`src/rtl/cdc_pkg.sv`:
```
`default_nettype none
// ============================================================================
//  Module      : cdc_pkg
//  Description : Shared types and constants for the req/ack clock-domain-
//                crossing handshake. The source-side transmitter and the
//                destination-side receiver both use the state encoding
//                below.
//  Revision    : 1.0 - initial release
// ============================================================================
package cdc_pkg;

  // Fewest synchronizer flops that give acceptable metastability settling
  // on the returned acknowledge.
  localparam int MIN_SYNC_STAGES = 2;

  // Handshake phase of the transmitter:
  //   IDLE    - no word outstanding, may accept a new one
  //   REQ     - req asserted, waiting for the ack to rise
  //   RELEASE - req dropped, waiting for the ack to fall
  typedef enum logic [1:0] {
    IDLE    = 2'd0,
    REQ     = 2'd1,
    RELEASE = 2'd2
  } cdc_tx_state_e;

endpackage : cdc_pkg
`default_nettype wire

```
`src/rtl/cdc_sync.sv`:
```
`default_nettype none
// ============================================================================
//  Module      : cdc_sync
//  Description : Multi-flop synchronizer bringing a signal into the clk_i
//                domain. Each bit is synchronized independently, so a
//                multi-bit input must be gray-coded or otherwise
//                single-bit-change by construction.
//  Ports       : clk_i - destination clock
//                d_i   - asynchronous input
//                q_o   - synchronized output, SYNC_STAGES cycles of latency
//  Revision    : 1.0 - initial release
// ============================================================================
module cdc_sync #(
  parameter int WIDTH       = 1,
  parameter int SYNC_STAGES = 2
) (
  input  logic             clk_i,
  input  logic [WIDTH-1:0] d_i,
  output logic [WIDTH-1:0] q_o
);

  // Deliberately not reset. Resetting the chain would make the synchronized
  // value read 0 for a few cycles even though the far side may still be
  // driving 1, and the handshake logic relies on seeing the true level.
  logic [WIDTH-1:0] sync_q [SYNC_STAGES];

  always_ff @(posedge clk_i) begin
    sync_q[0] <= d_i;
    for (int i = 1; i < SYNC_STAGES; i++) begin
      sync_q[i] <= sync_q[i-1];
    end
  end

  assign q_o = sync_q[SYNC_STAGES-1];

endmodule : cdc_sync
`default_nettype wire

```
`src/rtl/cdc_handshake_tx.sv`:
```
`default_nettype none
// ============================================================================
//  Module      : cdc_handshake_tx
//  Description : Source-side end of a 4-phase req/ack clock-domain-crossing
//                handshake. A word is taken over a valid/ready interface,
//                held on data_o while req_o is raised, and released once the
//                destination has acknowledged and withdrawn its acknowledge.
//  Ports       : clk_i     - source-domain clock
//                rst_i     - synchronous active-high reset
//                valid_i   - upstream word valid
//                data_i    - upstream word
//                ready_o   - a word can be accepted this cycle
//                req_o     - request to destination domain (registered)
//                data_o    - word presented to destination (registered)
//                ack_i     - acknowledge from destination (asynchronous)
//                done_o    - one-cycle pulse on transfer completion
//                timeout_o - sticky flag: ack edge not seen in time
//  Revision    : 1.0 - initial release
// ============================================================================
module cdc_handshake_tx
  import cdc_pkg::*;
#(
  parameter int WIDTH          = 8,
  parameter int SYNC_STAGES    = 2,
  parameter int TIMEOUT_CYCLES = 0
) (
  input  logic             clk_i,
  input  logic             rst_i,
  input  logic             valid_i,
  input  logic [WIDTH-1:0] data_i,
  output logic             ready_o,
  output logic             req_o,
  output logic [WIDTH-1:0] data_o,
  input  logic             ack_i,
  output logic             done_o,
  output logic             timeout_o
);

  // --------------------------------------------------------------------------
  // Elaboration-time parameter checks
  // --------------------------------------------------------------------------
  if (SYNC_STAGES < MIN_SYNC_STAGES) begin : g_bad_sync_stages
    $error("cdc_handshake_tx: SYNC_STAGES must be at least %0d", MIN_SYNC_STAGES);
  end

  // --------------------------------------------------------------------------
  // Acknowledge synchronizer. Everything below looks only at ack_s, so there
  // is no combinational path from ack_i to any output.
  // --------------------------------------------------------------------------
  logic ack_s;

  cdc_sync #(
    .WIDTH       (1),
    .SYNC_STAGES (SYNC_STAGES)
  ) u_ack_sync (
    .clk_i (clk_i),
    .d_i   (ack_i),
    .q_o   (ack_s)
  );

  // --------------------------------------------------------------------------
  // Handshake FSM
  // --------------------------------------------------------------------------
  cdc_tx_state_e    state_q, state_d;
  logic             req_q,   req_d;
  logic [WIDTH-1:0] data_q,  data_d;
  logic             done_d;

  // A new word is only taken once the destination has fully withdrawn its
  // acknowledge. This also covers a stale ack left over from a transfer that
  // was cut short by reset, and a spurious ack seen while idle.
  assign ready_o = (state_q == IDLE) && !ack_s;

  always_comb begin
    state_d = state_q;
    req_d   = req_q;
    data_d  = data_q;
    done_d  = 1'b0;

    unique case (state_q)
      IDLE: begin
        if (valid_i && ready_o) begin
          state_d = REQ;
          req_d   = 1'b1;
          data_d  = data_i;
        end
      end

      REQ: begin
        if (ack_s) begin
          state_d = RELEASE;
          req_d   = 1'b0;
        end
      end

      RELEASE: begin
        // The completion pulse is decoded in the last RELEASE cycle, so
        // ready_o is still low while done_o is high and the next word can
        // only be taken on the following cycle.
        if (!ack_s) begin
          state_d = IDLE;
          done_d  = 1'b1;
        end
      end

      default: begin
        state_d = IDLE;
        req_d   = 1'b0;
      end
    endcase
  end

  always_ff @(posedge clk_i) begin
    if (rst_i) begin
      state_q <= IDLE;
      req_q   <= 1'b0;
      data_q  <= '0;
    end else begin
      state_q <= state_d;
      req_q   <= req_d;
      data_q  <= data_d;
    end
  end

  assign req_o  = req_q;
  assign data_o = data_q;
  // Built only from registered state and the synchronized ack.
  assign done_o = done_d;

  // --------------------------------------------------------------------------
  // Optional handshake timeout
  // --------------------------------------------------------------------------
  if (TIMEOUT_CYCLES > 0) begin : g_timeout
    localparam int               CNT_W   = $clog2(TIMEOUT_CYCLES + 1);
    localparam logic [CNT_W-1:0] C_LIMIT = CNT_W'(TIMEOUT_CYCLES);

    logic [CNT_W-1:0] cnt_q,     cnt_d;
    logic             timeout_q, timeout_d;

    // Counts cycles spent waiting in one phase of the handshake. Any phase
    // change restarts it; reaching the limit raises a sticky flag but never
    // aborts the transfer, since the destination may simply be slow.
    always_comb begin
      cnt_d     = cnt_q;
      timeout_d = timeout_q;
      if (state_d != state_q) begin
        cnt_d = '0;
      end else if (state_q != IDLE) begin
        if (cnt_q != C_LIMIT) begin
          cnt_d = cnt_q + 1'b1;
        end
        if (cnt_d == C_LIMIT) begin
          timeout_d = 1'b1;
        end
      end
    end

    always_ff @(posedge clk_i) begin
      if (rst_i) begin
        cnt_q     <= '0;
        timeout_q <= 1'b0;
      end else begin
        cnt_q     <= cnt_d;
        timeout_q <= timeout_d;
      end
    end

    assign timeout_o = timeout_q;
  end else begin : g_no_timeout
    assign timeout_o = 1'b0;
  end

endmodule : cdc_handshake_tx
`default_nettype wire

```
`config.mk`:
```
export PLATFORM = sky130hd
export DESIGN_NAME = cdc_handshake_tx
export DESIGN_NICKNAME = d
export VERILOG_FILES = /design/src/rtl/cdc_pkg.sv /design/src/rtl/cdc_sync.sv /design/src/rtl/cdc_handshake_tx.sv
export SDC_FILE = /design/constraint.sdc
export NUM_CORES = 1
export LEC_CHECK = 0
export BUFFER_PORTS_ARGS = -buffer_cell sky130_fd_sc_hd__clkbuf_2
export CORE_AREA = 5 5 42 44
export DETAILED_ROUTE_END_ITERATION = 12
export DIE_AREA = 0 0 47 49
export PLACE_DENSITY_LB_ADDON = 0.3
export SETUP_SLACK_MARGIN = 0.2
export SYNTH_ARGS = -nofsm -noshare
export SYNTH_HDL_FRONTEND = slang
export SYNTH_HIERARCHICAL = 1
export SYNTH_SLANG_ARGS = --single-unit
```
`constraint.sdc`:
```
create_clock -name clk_i -period 3.8 [get_ports clk_i]
set_clock_uncertainty 0.15 [all_clocks]
set_input_delay 0 -clock clk_i [delete_from_list [all_inputs] [get_ports clk_i]]
set_output_delay 0 -clock clk_i [all_outputs]
set_load 0.02 [all_outputs]
```
-- Yosys cells after proc, flatten, opt, wreduce, memory -nomap -nowiden
Memory sizes are Yosys's and may differ from the RTL's.
Cells that the tools add are included.
- bits in registers: 11
- memory bits (writable): 2
- bits of input ports: 12
- output and inout bits: 12
- logic and storage cells: 26
- memories: 1
- equal/unequal tests: 5
- muxes and demuxes: 9
- bitwise operators: 1
- reduce and logical (&&, ||, !) cells: 7
- memory list (memory ; depth ; bits a word ; rd ports ; clocked after Yosys merged registers in ; write ports ; line ; RTL):
    u_ack_sync.sync_q ; 2 ; 1 ; 2 ; 0 ; 2 ; cdc_sync.sv:25 ; logic [WIDTH-1:0] sync_q [SYNC_STAGES];
- operators by type and width (kind ; count):
    2-to-1 mux 2 bit ; 3
    one-hot mux 2 bit (3 select lines) ; 1
    AND reduction 3 bit ; 2
    2-to-1 mux 1 bit ; 4
    != test 2 bit, second input constant ; 2
    one-hot mux 1 bit (3 select lines) ; 1
    equality test 2 x 1 -> 1 bit, second input constant ; 1
    equality test 2 bit, second input constant ; 1
    logical AND 1 bit ; 2
    logical NOT 2 bit ; 1
    != test 2 x 1 -> 1 bit, second input constant ; 1
    AND reduction 2 bit ; 1
    logical NOT 1 bit ; 1
    inverter 1 bit ; 1

-- Longest topological paths before layout
An unclocked memory read counts as a cell.
- depth in word-level cells: 6
- depth in mapped cells: 5
- gate-level depth less buffers: 3

-- Modules after synthesis
The synthesis kept the hierarchy.
- modules (own cells, without submodules) (module ; instances ; cells an instance ; area an instance (um^2) ; sequential area each (um^2)):
    cdc_handshake_tx ; 1 ; 53 ; 449.2 ; 220.2
    cdc_sync ; 1 ; 2 ; 40.0 ; 40.0

-- Least setup slack after synthesis
OpenSTA, ideal clock, no wires.
- path kind: reg2reg
- start point: reg state_q[0]
- end point: reg data_q[0] (netlist: data_o[0])
- library setup time: 0.132 ns
- arrival: 1.162 ns
- required time: 3.518 ns
- path slack: 2.355 ns
- cell stages (with the launch flop): 6
- path buffers: 2
- period minus slack after synthesis: 1.445 ns
- cell sequence: dfxtp_1 > buf_6 > or4b_1 > buf_2 > nand2_1 > a21oi_1
- cells in the longest elaborated chain, start to end: 4
- ends and longest elaborated chain (element ; line ; RTL):
    start: declaration ; cdc_handshake_tx.sv:64 ; cdc_tx_state_e state_q, state_d;
    start signal: assignment ; cdc_handshake_tx.sv:119 ; state_q <= state_d;
    logical NOT 2 bit (*) ; cdc_handshake_tx.sv:72, cdc_handshake_tx.sv:80 ;
    logical AND 1 bit ; cdc_handshake_tx.sv:72 ; assign ready_o = (state_q == IDLE) && !ack_s;
    logical AND 1 bit ; cdc_handshake_tx.sv:82 ; if (valid_i && ready_o) begin
    AND reduction 2 bit (no source line) (*) ; n/a ;
    end signal: assignment ; cdc_handshake_tx.sv:121 ; data_q <= data_d;
    end: declaration ; cdc_handshake_tx.sv:66 ; logic [WIDTH-1:0] data_q, data_d;
Mark *: on every way between the ends. The rest lies on a longest branch, timed or not.
A chain may end at the register's enable or synchronous reset.

-- Final worst setup path
- start point: reg state_q[0]
- end point: reg data_q[6] (netlist: data_o[6])
The elaborated chain is that of the path after synthesis.

==> impl_metrics.tcl <==
set metrics [dict create \
    number_of_global_route_vias_before_repair 563 \
    critPathTopFamily "buffers and inverters" \
    final.period_utilization_pct 65.8 \
    met3RoutedLength_um 73 \
    synthesis.nets 67 \
    worstHoldStart "u_ack_sync/sync_q[0][0]$_DFF_P_" \
    r2r-end "data_o[6]$_SDFFE_PP0P_" \
    ctsLongestPathBuffers 2 \
    final_antenna_net_count 0 \
    layout_min_cycle_time_ps 2500 \
    clock_sink_count 13 \
    post-synth-top-count-cell "sky130_fd_sc_hd__nand2_1" \
    worstRegToRegCells 5 \
    hold_removal_path_class "reg2reg" \
    post-layout-total-power_uw 286 \
    floorplan.die.width_um 47 \
    globalRoute.totalOverflow 0 \
    layout.nets 116 \
    whs_endpoint "u_ack_sync/sync_q[0][1]$_DFF_P_" \
    post_route_cells_drive_above_1_share_pct 25.2 \
    synth.yosys.warnings 6 \
    yosys-top-cells-area "sky130_fd_sc_hd__dfxtp_1 (53%), sky130_fd_sc_hd__nand2_1 (12%), sky130_fd_sc_hd__a21oi_1 (9.2%)" \
    cpMaxStageDelayCell "sky130_fd_sc_hd__dlygate4sd3_1" \
    post-place-ws_ps 2250 \
    cellInternalPower_uw 214 \
    grt_start_max_net_pins 12 \
    finalWirelength_mm 1.26 \
    critPathLaunchType "flip-flop" \
    cts-buffers-inserted 3 \
    critPathMaxStageDelay_ps 580 \
    setup_repair_after_global_routing_missed_its_margin "no" \
    drv.max_cap_violation_count 0 \
    gr-usage-all-layers_pct 12.8 \
    synth_seq_area_share_pct 53.2 \
    timing_worst_setup_path_type "reg2reg" \
    detail_route.vias_per_cell 4.50 \
    worst_path_most_repeated_cell "sky130_fd_sc_hd__dlygate4sd3_1" \
    worstReg2RegStart "state_q[0]$_SDFFE_PP0P_" \
    detail_route.wirelength.met1_um 469 \
    port_buffers 22 \
    ctsHtreeMaxLevel 1 \
    grt_antenna_before_repair 0 \
    cts_resized 0 \
    synth_cells 55 \
    power_switching_share_pct 25.1 \
    pwr_density_cell_nw_per_um2 325 \
    ys_seq_elements 13 \
    dr.max_layer_used "met4" \
    post_layout_instance_area_um2 878 \
    final-max-slew-violation-count 0 \
    clock_latency_ps 270 \
    synth_top_cell_by_area "sky130_fd_sc_hd__dfxtp_1" \
    timing.final.setup_violations 0 \
    wl_per_cell_um 10.6 \
    netlist_top_cells_count "sky130_fd_sc_hd__nand2_1 (16), sky130_fd_sc_hd__dfxtp_1 (13), sky130_fd_sc_hd__a21oi_1 (9)" \
    finish.utilization_pct 62.7 \
    setup_slack_ps 1300 \
    drtIter0Drc 4 \
    top_level_ports 24 \
    detailedPlacementHpwl_um 764 \
    final_layout_setup_total_negative_slack_ps 0 \
    ys.flop_type "sky130_fd_sc_hd__dfxtp_1" \
    worstPathMaxFanout 8 \
    max_freq_mhz 400 \
    peakVddDrop_mv 0.247 \
    hold-path-cell-count 0 \
    comb_power_share_pct 19.1 \
    dpl-instance-area_um2 592 \
    cts.reportedPaths.clkPinSlew_ps 80 \
    initial_cell_density_of_the_core_pct 34.9 \
    crit_arrival_ps 2570 \
    synth_cell_types 17 \
    postSynth.asyncResetShare_pct 0 \
    critPathBufInv 2 \
    die_h_um 49 \
    wire_length_on_met2_um 709 \
    globalplace.congestion 0.649 \
    hold_buffers_post_cts 26 \
    power.static_leakage_uw 0.000387 \
    fp.dieArea_um2 2300 \
    synth_top_cell_area_share_pct 53.2 \
    layout.filler_cells 123 \
    core_um2 1400 \
    area_delta_synth_final_pct 79.5 \
    relative_contribution_of_the_clock_network_to_total_power_pct 28.8 \
    critPathCaptureType "flip-flop" \
    mean_post_synth_cell_area_um2 8.89 \
    synth_area_um2 489 \
    placement_rows 14 \
    dr_total_vias 535 \
    finalHoldViolCount 0 \
    clock_tree_from_tritoncts "yes" \
    switching_power_uw 71.6 \
    remaining_drc_errors 0 \
    first_pass_iters 4 \
    clock_tree.root_cell "sky130_fd_sc_hd__clkbuf_4" \
    status "completed" \
    post-cts-setup-buffer-count 0 \
    sequentialPowerShare_pct 52.1 \
    crit_chain "nor4b_4, nand2_1, dlygate4sd3_1, a21oi_1, dlygate4sd3_1" \
    synth_edf_count 0 \
    reg2reg_slack_ps 1300 \
    antenna-diode-count 0 \
    timing.critical_path.required_ps 3860 \
    grt_first_pass_wirelength_mm 2.19 \
]
[registers in the layout (all words and copies together), names as in the netlist]
| register | flops |
|---|---|
| data_o | 8 |
| req_o | 1 |
| u_ack_sync/sync_q | 2 |
| state_q | 2 |
[worst reg2reg max path, stage by stage, from the launching register on]
cell	delay (ps)
sky130_fd_sc_hd__dfxtp_1	400
sky130_fd_sc_hd__nor4b_4	510
sky130_fd_sc_hd__nand2_1	110
sky130_fd_sc_hd__dlygate4sd3_1	580
sky130_fd_sc_hd__a21oi_1	140
sky130_fd_sc_hd__dlygate4sd3_1	560
[worst max-delay path by stage]
| stage | startpoint | endpoint | slack (ps) | depth (start not counted) |
|---|---|---|---|---|
| 2_1_floorplan | state_q[0]$_SDFFE_PP0P_ | data_o[0]$_SDFFE_PP0P_ | 2360 | 5 |
| 3_3_place_gp | state_q[0]$_SDFFE_PP0P_ | data_o[5]$_SDFFE_PP0P_ | 2290 | 3 |
| 3_5_place_dp | state_q[0]$_SDFFE_PP0P_ | data_o[2]$_SDFFE_PP0P_ | 2250 | 3 |
| 4_1_cts | state_q[0]$_SDFFE_PP0P_ | data_o[5]$_SDFFE_PP0P_ | 1370 | 5 |
| 5_1_grt | state_q[0]$_SDFFE_PP0P_ | data_o[6]$_SDFFE_PP0P_ | 1150 | 5 |
| 6_report | state_q[0]$_SDFFE_PP0P_ | data_o[6]$_SDFFE_PP0P_ | 1300 | 5 |
[layer usage]
metal	up-vias	global-route usage, %
met5	-	0
li1	275	-
met4	0	3.69
met3	2	4.80
met1	246	12.6
met2	12	23.5
[cells by family (layout without fill, tap and decap cells)]
kind of cell              Yosys count  in the layout  synth area share (%)
and+or+nand+nor                    25             25                  27.4
DFF                                13             13                  53.2
AOI/OAI and AO/OA                  11             11                  11.3
buffers and inverters               4             52                  5.63
other                               1              1                 0.767
xor gates and xnor gates            1              1                  1.79
[final cells by class]
class	count	area [um2]	area share, %
flip-flops and latches	13	260	29.6
repair buffers	48	370	42.2
well taps	16	20.0	2.28
multi-input cells	38	201	22.9
clock buffers	4	26.3	2.99
[power by group through the flow]
stage | registers [uW] | logic [uW] | clock network, uW
after floorplan | 157 | 18.7 | 0
after global placement | 152 | 35.2 | 0
after detailed placement | 152 | 35.7 | 0
after CTS | 149 | 54.2 | 85.7
after global routing | 150 | 59.7 | 92.8
final | 149 | 54.6 | 82.1
[cells in the final DEF (no fill, tap or decap)]
master / count
sky130_fd_sc_hd__dfxtp_1: 13
sky130_fd_sc_hd__nand2b_1: 1
sky130_fd_sc_hd__dlygate4sd3_1: 26
sky130_fd_sc_hd__nor3b_1: 2
sky130_fd_sc_hd__or4b_1: 1
sky130_fd_sc_hd__clkbuf_2: 22
sky130_fd_sc_hd__conb_1: 1
sky130_fd_sc_hd__clkbuf_4: 3
sky130_fd_sc_hd__nor3_1: 1
sky130_fd_sc_hd__nand2_1: 16
sky130_fd_sc_hd__o21ai_0: 2
sky130_fd_sc_hd__clkbuf_1: 1
sky130_fd_sc_hd__nor2_1: 2
sky130_fd_sc_hd__a21oi_1: 9
sky130_fd_sc_hd__xnor2_1: 1
sky130_fd_sc_hd__nor2b_1: 1
sky130_fd_sc_hd__nor4b_4: 1
[metrics by stage]
step	cells	hold WS [ps]
finish	119	179
global route	119	202
CTS	119	182
detailed placement	89	-44.3
global placement	89	-46.3
floorplan	55	-122
Note: power is estimated with default switching activity, not from simulation.
